## src/rtl/shift_reg_seq_ctrl_pkg.sv

```systemverilog
`default_nettype none
// +----------------------------------------------------------------------------+
// | shift_reg_pkg                                                              |
// | Shared state encoding, parameter defaults and a width helper.              |
// | Revision: 1.0                                                              |
// +----------------------------------------------------------------------------+
package shift_reg_pkg;

    typedef enum logic [1:0] {
        IDLE  = 2'd0,
        LOAD  = 2'd1,
        SHIFT = 2'd2,
        CHECK = 2'd3
    } state_t;

    localparam int WIDTH_DEFAULT = 4;
    localparam int DIV_DEFAULT   = 2;

    // Counter width for values 0..v-1, never narrower than one bit.
    function automatic int clog2_min1(input int v);
        return ($clog2(v) < 1) ? 1 : $clog2(v);
    endfunction

endpackage
`default_nettype wire

```

## src/rtl/shift_reg_seq_ctrl_if.sv

```systemverilog
`default_nettype none
// +----------------------------------------------------------------------------+
// | shift_reg_seq_ctrl_if                                                      |
// | Host/datapath-facing signal bundle of the shift-register sequencer.        |
// | Revision: 1.0                                                              |
// +----------------------------------------------------------------------------+
interface shift_reg_seq_ctrl_if
    import shift_reg_pkg::*;
#(
    parameter int WIDTH = WIDTH_DEFAULT
);
    logic             Start;
    logic [WIDTH-1:0] Data_In;
    logic [WIDTH-1:0] Q_Fb;
    logic             D;
    logic             Shift_En;
    logic             Busy;
    logic             Done;
    logic             Match;

    modport master (
        output Start, Data_In, Q_Fb,
        input  D, Shift_En, Busy, Done, Match
    );

    modport slave (
        input  Start, Data_In, Q_Fb,
        output D, Shift_En, Busy, Done, Match
    );
endinterface
`default_nettype wire

```

## src/rtl/shift_reg_seq_ctrl_tick_div.sv

```systemverilog
`default_nettype none
// +----------------------------------------------------------------------------+
// | shift_tick_div                                                             |
// | DIV-cycle tick generator with synchronous clear; tick on the last count.   |
// | Revision: 1.0                                                              |
// +----------------------------------------------------------------------------+
module shift_tick_div
    import shift_reg_pkg::*;
#(
    parameter int DIV = DIV_DEFAULT
) (
    input  logic Clk,
    input  logic Rst_n,
    input  logic clr,
    output logic tick
);
    localparam int            DW   = clog2_min1(DIV);
    localparam logic [DW-1:0] LAST = DW'(DIV - 1);

    logic [DW-1:0] div_cnt;

    always_ff @(posedge Clk or negedge Rst_n) begin
        if (!Rst_n) begin
            div_cnt <= '0;
        end else if (clr || (div_cnt == LAST)) begin
            div_cnt <= '0;
        end else begin
            div_cnt <= div_cnt + 1'b1;
        end
    end

    assign tick = !clr && (div_cnt == LAST);
endmodule
`default_nettype wire

```

## src/rtl/shift_reg_seq_ctrl.sv

```systemverilog
`default_nettype none
// +----------------------------------------------------------------------------+
// | shift_reg_seq_ctrl                                                         |
// | Serializes a captured word MSB-first into a shift register, then verifies. |
// | Revision: 1.0                                                              |
// +----------------------------------------------------------------------------+
module shift_reg_seq_ctrl
    import shift_reg_pkg::*;
#(
    parameter int WIDTH = WIDTH_DEFAULT,
    parameter int DIV   = DIV_DEFAULT
) (
    input  logic                 Clk,
    input  logic                 Rst_n,
    shift_reg_seq_ctrl_if.slave  bus
);
    localparam int            CW       = clog2_min1(WIDTH);
    localparam logic [CW-1:0] CNT_LAST = CW'(WIDTH - 1);

    state_t           state;
    state_t           state_nx;
    logic [WIDTH-1:0] hold;
    logic [CW-1:0]    cnt;
    logic [CW-1:0]    bit_idx;
    logic             done_q;
    logic             match_q;
    logic             div_clr;
    logic             tick;

    assign div_clr = (state != SHIFT);
    assign bit_idx = CNT_LAST - cnt;

    shift_tick_div #(
        .DIV (DIV)
    ) u_tick_div (
        .Clk   (Clk),
        .Rst_n (Rst_n),
        .clr   (div_clr),
        .tick  (tick)
    );

    always_ff @(posedge Clk or negedge Rst_n) begin
        if (!Rst_n) begin
            state <= IDLE;
        end else begin
            state <= state_nx;
        end
    end

    always_comb begin
        state_nx     = state;
        bus.D        = 1'b0;
        bus.Shift_En = 1'b0;
        bus.Busy     = (state != IDLE);
        bus.Done     = done_q;
        bus.Match    = match_q;
        case (state)
            IDLE:  if (bus.Start) state_nx = LOAD;
            LOAD:  state_nx = SHIFT;
            SHIFT: begin
                bus.D        = hold[bit_idx];
                bus.Shift_En = tick;
                if (tick && (cnt == CNT_LAST)) state_nx = CHECK;
            end
            CHECK: state_nx = IDLE;
            default: state_nx = IDLE;
        endcase
    end

    // The last shift leaves cnt at WIDTH-1; LOAD clears it for the next word.
    always_ff @(posedge Clk or negedge Rst_n) begin
        if (!Rst_n) begin
            hold    <= '0;
            cnt     <= '0;
            done_q  <= 1'b0;
            match_q <= 1'b0;
        end else begin
            done_q <= (state == CHECK);
            case (state)
                IDLE: begin
                    if (bus.Start) begin
                        hold    <= bus.Data_In;
                        match_q <= 1'b0;
                    end
                end
                LOAD: cnt <= '0;
                SHIFT: begin
                    if (tick && (cnt != CNT_LAST)) cnt <= cnt + 1'b1;
                end
                CHECK: match_q <= (bus.Q_Fb == hold);
                default: ;
            endcase
        end
    end
endmodule
`default_nettype wire

```

## src/flat_wrapper.sv

```systemverilog
// flat-port wrapper written by rule: the top's interface ports become plain ports
module shift_reg_seq_ctrl_flat import shift_reg_pkg::*;
#(
    parameter int WIDTH = WIDTH_DEFAULT,
    parameter int DIV   = DIV_DEFAULT
)
  (Clk, Rst_n, bus_Start, bus_Data_In, bus_Q_Fb, bus_D, bus_Shift_En, bus_Busy, bus_Done, bus_Match);
  shift_reg_seq_ctrl_if #(.WIDTH(WIDTH)) bus_i ();
  input  logic Clk;
  input  logic Rst_n;
  input wire logic [$bits(bus_i.Start)-1:0] bus_Start;
  input wire logic [$bits(bus_i.Data_In)-1:0] bus_Data_In;
  input wire logic [$bits(bus_i.Q_Fb)-1:0] bus_Q_Fb;
  output wire logic [$bits(bus_i.D)-1:0] bus_D;
  output wire logic [$bits(bus_i.Shift_En)-1:0] bus_Shift_En;
  output wire logic [$bits(bus_i.Busy)-1:0] bus_Busy;
  output wire logic [$bits(bus_i.Done)-1:0] bus_Done;
  output wire logic [$bits(bus_i.Match)-1:0] bus_Match;
  assign bus_i.Start = bus_Start;
  assign bus_i.Data_In = bus_Data_In;
  assign bus_i.Q_Fb = bus_Q_Fb;
  assign bus_D = bus_i.D;
  assign bus_Shift_En = bus_i.Shift_En;
  assign bus_Busy = bus_i.Busy;
  assign bus_Done = bus_i.Done;
  assign bus_Match = bus_i.Match;
  shift_reg_seq_ctrl #(.WIDTH(WIDTH), .DIV(DIV)) u_core (.Clk(Clk), .Rst_n(Rst_n), .bus(bus_i));
endmodule
```

## config.mk

```make
export PLATFORM = sky130hd
export DESIGN_NAME = shift_reg_seq_ctrl_flat
export DESIGN_NICKNAME = d
export VERILOG_FILES = /design/src/rtl/shift_reg_seq_ctrl_pkg.sv /design/src/rtl/shift_reg_seq_ctrl_if.sv /design/src/rtl/shift_reg_seq_ctrl_tick_div.sv /design/src/rtl/shift_reg_seq_ctrl.sv /design/src/flat_wrapper.sv
export SDC_FILE = /design/constraint.sdc
export NUM_CORES = 1
export LEC_CHECK = 0
export ABC_AREA = 1
export BUFFER_PORTS_ARGS = -buffer_cell sky130_fd_sc_hd__buf_2
export CORE_MARGIN = 5
export CORE_UTILIZATION = 45
export DETAILED_ROUTE_END_ITERATION = 16
export MAX_ROUTING_LAYER = met4
export PLACE_DENSITY_LB_ADDON = 0.1
export SKIP_CTS_REPAIR_TIMING = 1
export SLEW_MARGIN = 20
export SYNTH_ARGS = -nofsm -noshare
export SYNTH_HDL_FRONTEND = slang
export SYNTH_SLANG_ARGS = --single-unit
```

## constraint.sdc

```tcl
create_clock -name Clk -period 1.5 [get_ports Clk]
set_clock_uncertainty 0.15 [all_clocks]
set_input_delay 0.075 -clock Clk [delete_from_list [all_inputs] [get_ports Clk]]
set_output_delay 0.075 -clock Clk [all_outputs]
set_load 0.02 [all_outputs]
```

==> out/results.ini, run 1 <==
[power]
pwr-share-clk=0.123
seqPwrFrac=0.327
ir_worst_vdd_v=0.00139
power_mw=1.65
p_per_area_nw_per_um2=1910
p_int_uw=918
p_leak_nw=0.497
p_sw_uw=734
power_frac_comb=0.550
switching_share=0.444

[setup_path]
cp_max_fo=8
path_class=reg -> reg
required_ns=1.51
cp.arrival_ns=1.45
worstSetupEndpointType=register
cp-start-kind=register

[global_routing]
grt_pass1_vias=548
global_route.usage.total=0.141
overflow=0
antenna_found_initial=0
grt_pass1_wl_um=2170
grt_start_max_net_pins=12

[detailed_routing]
num_vias=583
vias_per_cell=4.63
drt_iter0_drc=1
drc=0
ant_nets=0
wire_per_inst_um=11.1
wl_um=1400
dr.pass1.iters=3

[cells_and_area]
area_delta_synth_final_pct=34.4
post_route_cells_drive_above_1_share=0.297
mostFrequentLayoutCell=nand2_1
fin_nets=129
fin_area_um2=866
final_cell_mix=23 x nand2_1, 14 x buf_2, 12 x inv_1, 10 x nor2_1, 10 x dfrtp_1
diodes=0

[timing]
finalSetupTns_ns=0
hold_ws_ns=0.0276
timing.slew.headroom=0.835
max_freq_ghz=0.696
hold_violations=0
setup_viol=0
period_needed_ns=1.44
worst_slack_ns=0.0638
drv_slew=0
period_share=0.957
worst_pin_slew_ns=0.248

[cts]
cts_tree=done
cts-htree-levels=1
clock_tree.buffer_depth=2
clock-sinks=11
path_clk_slew_ns=0.07
cts_buffers=3
root_buffer=clkbuf_4
clk_latency_ns=0.27

[die]
die_area_um2=2290
io_pins=16
coreArea_um2=1330
fp.dieH_um=47.8
row_count=13
start_util=0.483
die_w_um=47.8

[placed_design]
portBuffers=15
gp_congestion=0.796
place_ws_ns=0.0148
dpl_cell_area_um2=746
dp_hpwl_um=1040

[yosys]
synth_cells=84
synth_cell_types=14
yosys_warnings=0
synth_area_um2=644
yosysSeqAreaShare=0.427
synthTopCellsByArea=dfrtp_1 43%, nand2_1 13%, ha_1 12%, inv_1 8.7%, nor2_1 5.8%
synth_fp_nets=101
ys_ff_latch=11
avgSynthCellArea_um2=7.67
yosysTopAreaCell=dfrtp_1
post-synth-top-area-fraction=0.427

[status]
status=finished, final reports clean

[worst_hold_path]
hp-class=in -> reg

[job]
drv_cap=0

[flip-flops by register name, summed over array words and instances (netlist names)]
name / flops
u_core.state: 2
u_core.u_tick_div.div_cnt: 1
u_core.cnt: 2
u_core.hold: 4
u_core.bus.Done: 1
u_core.bus.Match: 1
[cells in the mapped netlist]
| cell | instances |
|---|---|
| nand2_1 | 23 |
| inv_1 | 15 |
| dfrtp_1 | 11 |
| nor2_1 | 10 |
| ha_1 | 6 |
| a21oi_1 | 4 |
| nand3_1 | 3 |
| o21ai_0 | 3 |
| nand2_2 | 2 |
| nor2_2 | 2 |
| o211ai_1 | 2 |
| inv_2 | 1 |
| mux2_4 | 1 |
| o21ai_1 | 1 |
[layer usage]
metal	vias up	routed length, µm	GRT usage
met2	12	672	0.211
met1	254	628	0.176
met5	-	0	-
li1	312	-	-
met3	5	68	0.0263
met4	0	31	0.0806
[kinds of logic (layout without fill, tap and decap cells)]
| logic type | Yosys count | in the layout | share of synthesized area |
|---|---|---|---|
| AOI/OAI and AO/OA | 10 | 10 | 0.0854 |
| adders and majority gates | 6 | 6 | 0.117 |
| buffers and inverters | 16 | 43 | 0.0932 |
| DFF | 11 | 11 | 0.427 |
| muxes | 1 | 1 | 0.0233 |
| and+or+nand+nor | 40 | 40 | 0.254 |
[layout make-up]
class	count	area, µm²
Inverter	16	60.1
Multi-Input combinational cell	57	334
Clock buffer	4	26.3
Fill cell	119	468
Timing Repair Buffer	23	150
Tap cell	15	18.8
Sequential cell	11	277
[power groups by stage]
| stage | logic, mW | clock network (mW) | registers [mW] |
|---|---|---|---|
| after CTS | 0.794 | 0.209 | 0.522 |
| final | 0.908 | 0.204 | 0.540 |
| after global routing | 1.04 | 0.223 | 0.559 |
| after floorplan | 0.548 | 0 | 0.542 |
| after global placement | 0.769 | 0 | 0.524 |
| after detailed placement | 0.787 | 0 | 0.528 |
[final timing paths]
kind	slack, ns	cells after the start	end	from
worst max-delay path	0.06	5	u_core.hold[0]	u_core.state[0]
worst max register to register	0.06	5	u_core.hold[0]	u_core.state[0]
worst min register to register	0.30	1	u_core.u_tick_div.div_cnt	u_core.u_tick_div.div_cnt
max in group asynchronous	0.93	2	u_core.state[1]	Rst_n
worst min-delay path	0.03	6	u_core.bus.Match	bus_Q_Fb[2]
min in group asynchronous	0.05	2	u_core.hold[0]	Rst_n
[worst max-delay path, cell delays in order (launching register included)]
cell     delay [ns]
dfrtp_1        0.36
inv_2          0.06
buf_4          0.14
ha_4           0.17
nand2_2        0.14
mux2_4         0.31
[per-stage QoR]
stage	cells	utilization
after CTS	119	0.579
after global routing	126	0.649
after floorplan	84	-
after global placement	115	0.559
final	126	0.649
after detailed placement	115	0.559
Power figures use the tool's default switching activity.
==> run 2, diff against run 1 <==
Settings changed: PLACE_DENSITY_LB_ADDON 0.1 to 0.15.
==> out/results.ini, run 2 (synthesized netlist as in run 1, its figures left out) <==
[status]
status=finished, final reports clean  ; unchanged

[detailed_routing]
drt_iter0_drc=6  ; was 1
dr.pass1.iters=4  ; was 3
ant_nets=0  ; unchanged
wl_um=1310  ; was 1400 µm
wire_per_inst_um=10.5  ; was 11.1 µm
drc=0  ; unchanged
num_vias=562  ; was 583
vias_per_cell=4.50  ; was 4.63

[setup_path]
cp.arrival_ns=1.45  ; about the same
setup.worst_path.start=u_core.state[1]  ; was u_core.state[0]
r2r_start=u_core.state[1]  ; was u_core.state[0]
cpMaxStageDelayCell=dfrtp_2  ; was dfrtp_1
path_cells=inv_2 -> ha_2 -> nand2_2 -> mux2_4  ; was inv_2 -> buf_4 -> ha_4 -> nand2_2 -> mux2_4
cp_max_fo=8  ; unchanged
path_class=reg -> reg  ; unchanged
cp-start-kind=register  ; unchanged
worstSetupEndpointType=register  ; unchanged
required_ns=1.51  ; about the same
slowest_delay_ns=0.44  ; was 0.36 ns

[die]
die_area_um2=2290  ; unchanged
coreArea_um2=1330  ; unchanged
row_count=13  ; unchanged
fp.dieH_um=47.8  ; unchanged
start_util=0.483  ; unchanged
io_pins=16  ; unchanged
die_w_um=47.8  ; unchanged

[cts]
clk_latency_ns=0.27  ; about the same
path_clk_slew_ns=0.07  ; about the same
cts_buffers=3  ; unchanged
clock_tree.buffer_depth=2  ; unchanged
clock-sinks=11  ; unchanged
cts_tree=done  ; unchanged
root_buffer=clkbuf_4  ; unchanged
cts-htree-levels=1  ; unchanged

[global_routing]
antenna_found_initial=0  ; unchanged
grt_pass1_vias=548  ; unchanged
overflow=0  ; unchanged
grt_start_max_net_pins=12  ; unchanged
global_route.usage.total=0.141  ; unchanged
grt_pass1_wl_um=2130  ; was 2170 µm

[power]
p_leak_nw=0.492  ; was 0.497 nW
ir_worst_vdd_v=0.00134  ; was 0.00139 V
p_per_area_nw_per_um2=1880  ; was 1910 nW/µm²
power_mw=1.61  ; was 1.65 mW

[cells_and_area]
top_register=u_core.hold  ; unchanged
area_delta_synth_final_pct=32.8  ; was 34.4%
final_cell_mix=23 x nand2_1, 14 x buf_2, 12 x inv_1, 10 x nor2_1, 10 x dfrtp_1  ; unchanged
post_route_cells_drive_above_1_share=0.300  ; was 0.297
fin_nets=128  ; was 129
fin_util=0.642  ; was 0.649
diodes=0  ; unchanged
nFillCells=121  ; was 119
mostFrequentLayoutCell=nand2_1  ; unchanged
largest_reg_flops=4  ; unchanged
seq_area_um2=277  ; unchanged
top_regs=u_core.hold (4), u_core.cnt (2), u_core.state (2)  ; unchanged
multi_input_area_um2=328  ; was 334 µm²

[timing]
period_share=0.955  ; was 0.957
drv_slew=0  ; unchanged
worst_pin_slew_ns=0.249  ; was 0.248 ns
timing.slew.headroom=0.834  ; was 0.835
period_needed_ns=1.43  ; was 1.44 ns
setup_viol=0  ; unchanged
hold_violations=0  ; unchanged
grt_setup_unrepaired=true
max_freq_ghz=0.698  ; was 0.696 GHz

[placed_design]
portBuffers=15  ; unchanged
gp_congestion=0.820  ; was 0.796
dp_hpwl_um=1030  ; was 1040 µm

[worst_hold_path]
hp-start=bus_Q_Fb[2]  ; unchanged
hp-class=in -> reg  ; unchanged

[job]
drv_cap=0  ; unchanged

[run 2: cell types whose count changed in the layout (fill, tap and decap cells not counted)]
cell,change
ha_2,+1
buf_4,-2
a21oi_1,-1
ha_4,-1
a21oi_2,+1
buf_6,+1
[run 2: worst paths after layout]
kind,depth (start not counted),slack [ns],endpoint
setup / recovery,4,0.07,u_core.hold[0]
hold / removal,6,0.009,u_core.bus.Match
setup reg to reg,4,0.07,u_core.hold[0]
hold reg to reg,1,0.31,u_core.u_tick_div.div_cnt
max in group asynchronous,2,0.93,u_core.state[1]
min in group asynchronous,2,0.04,u_core.hold[2]
[run 2: metrics by stage]
stage / hold slack, ns / TNS, ns / area [µm²] / std cells / worst slack [ns]
floorplan: -0.371 / 0 / 644 / 84 / 0.119
global placement: -0.194 / 0 / 746 / 115 / 0.0887
detailed placement: -0.192 / 0 / 746 / 115 / 0.0137
CTS: -0.489 / -0.0994 / 772 / 119 / -0.0764
global route: 0.0439 / 0 / 856 / 125 / 0.000361
finish: 0.00948 / 0 / 856 / 125 / 0.0675
[run 2: worst max-delay path: cells and delay by family, from the launching register on]
family                     cells  cell delay (ns)
adders and majority gates      1             0.21
buffers and inverters          1             0.09
and+or+nand+nor                1             0.12
DFF                            1             0.44
muxes                          1             0.31
[run 2: layer usage]
metal  up-vias  GRT usage  routed length, µm
li1        310          -                  -
met1       237      0.167                651
met2        11      0.214                565
met3         4     0.0226                 73
met4         0      0.102                 23
met5         -          -                  0
[run 2: report_power, final]
group | switching [mW] | internal (mW) | leakage (nW)
Combinational | 0.508 | 0.357 | 0.342
Sequential | 0.101 | 0.437 | 0.135
Clock | 0.101 | 0.103 | 0.0150
Total | 0.710 | 0.897 | 0.492
[run 2: layout make-up]
cell class / instances / area share
Timing Repair Buffer: 22 / 0.171
Clock buffer: 4 / 0.0307
Inverter: 16 / 0.0702
Tap cell: 15 / 0.0219
Sequential cell: 11 / 0.323
Multi-Input combinational cell: 57 / 0.383
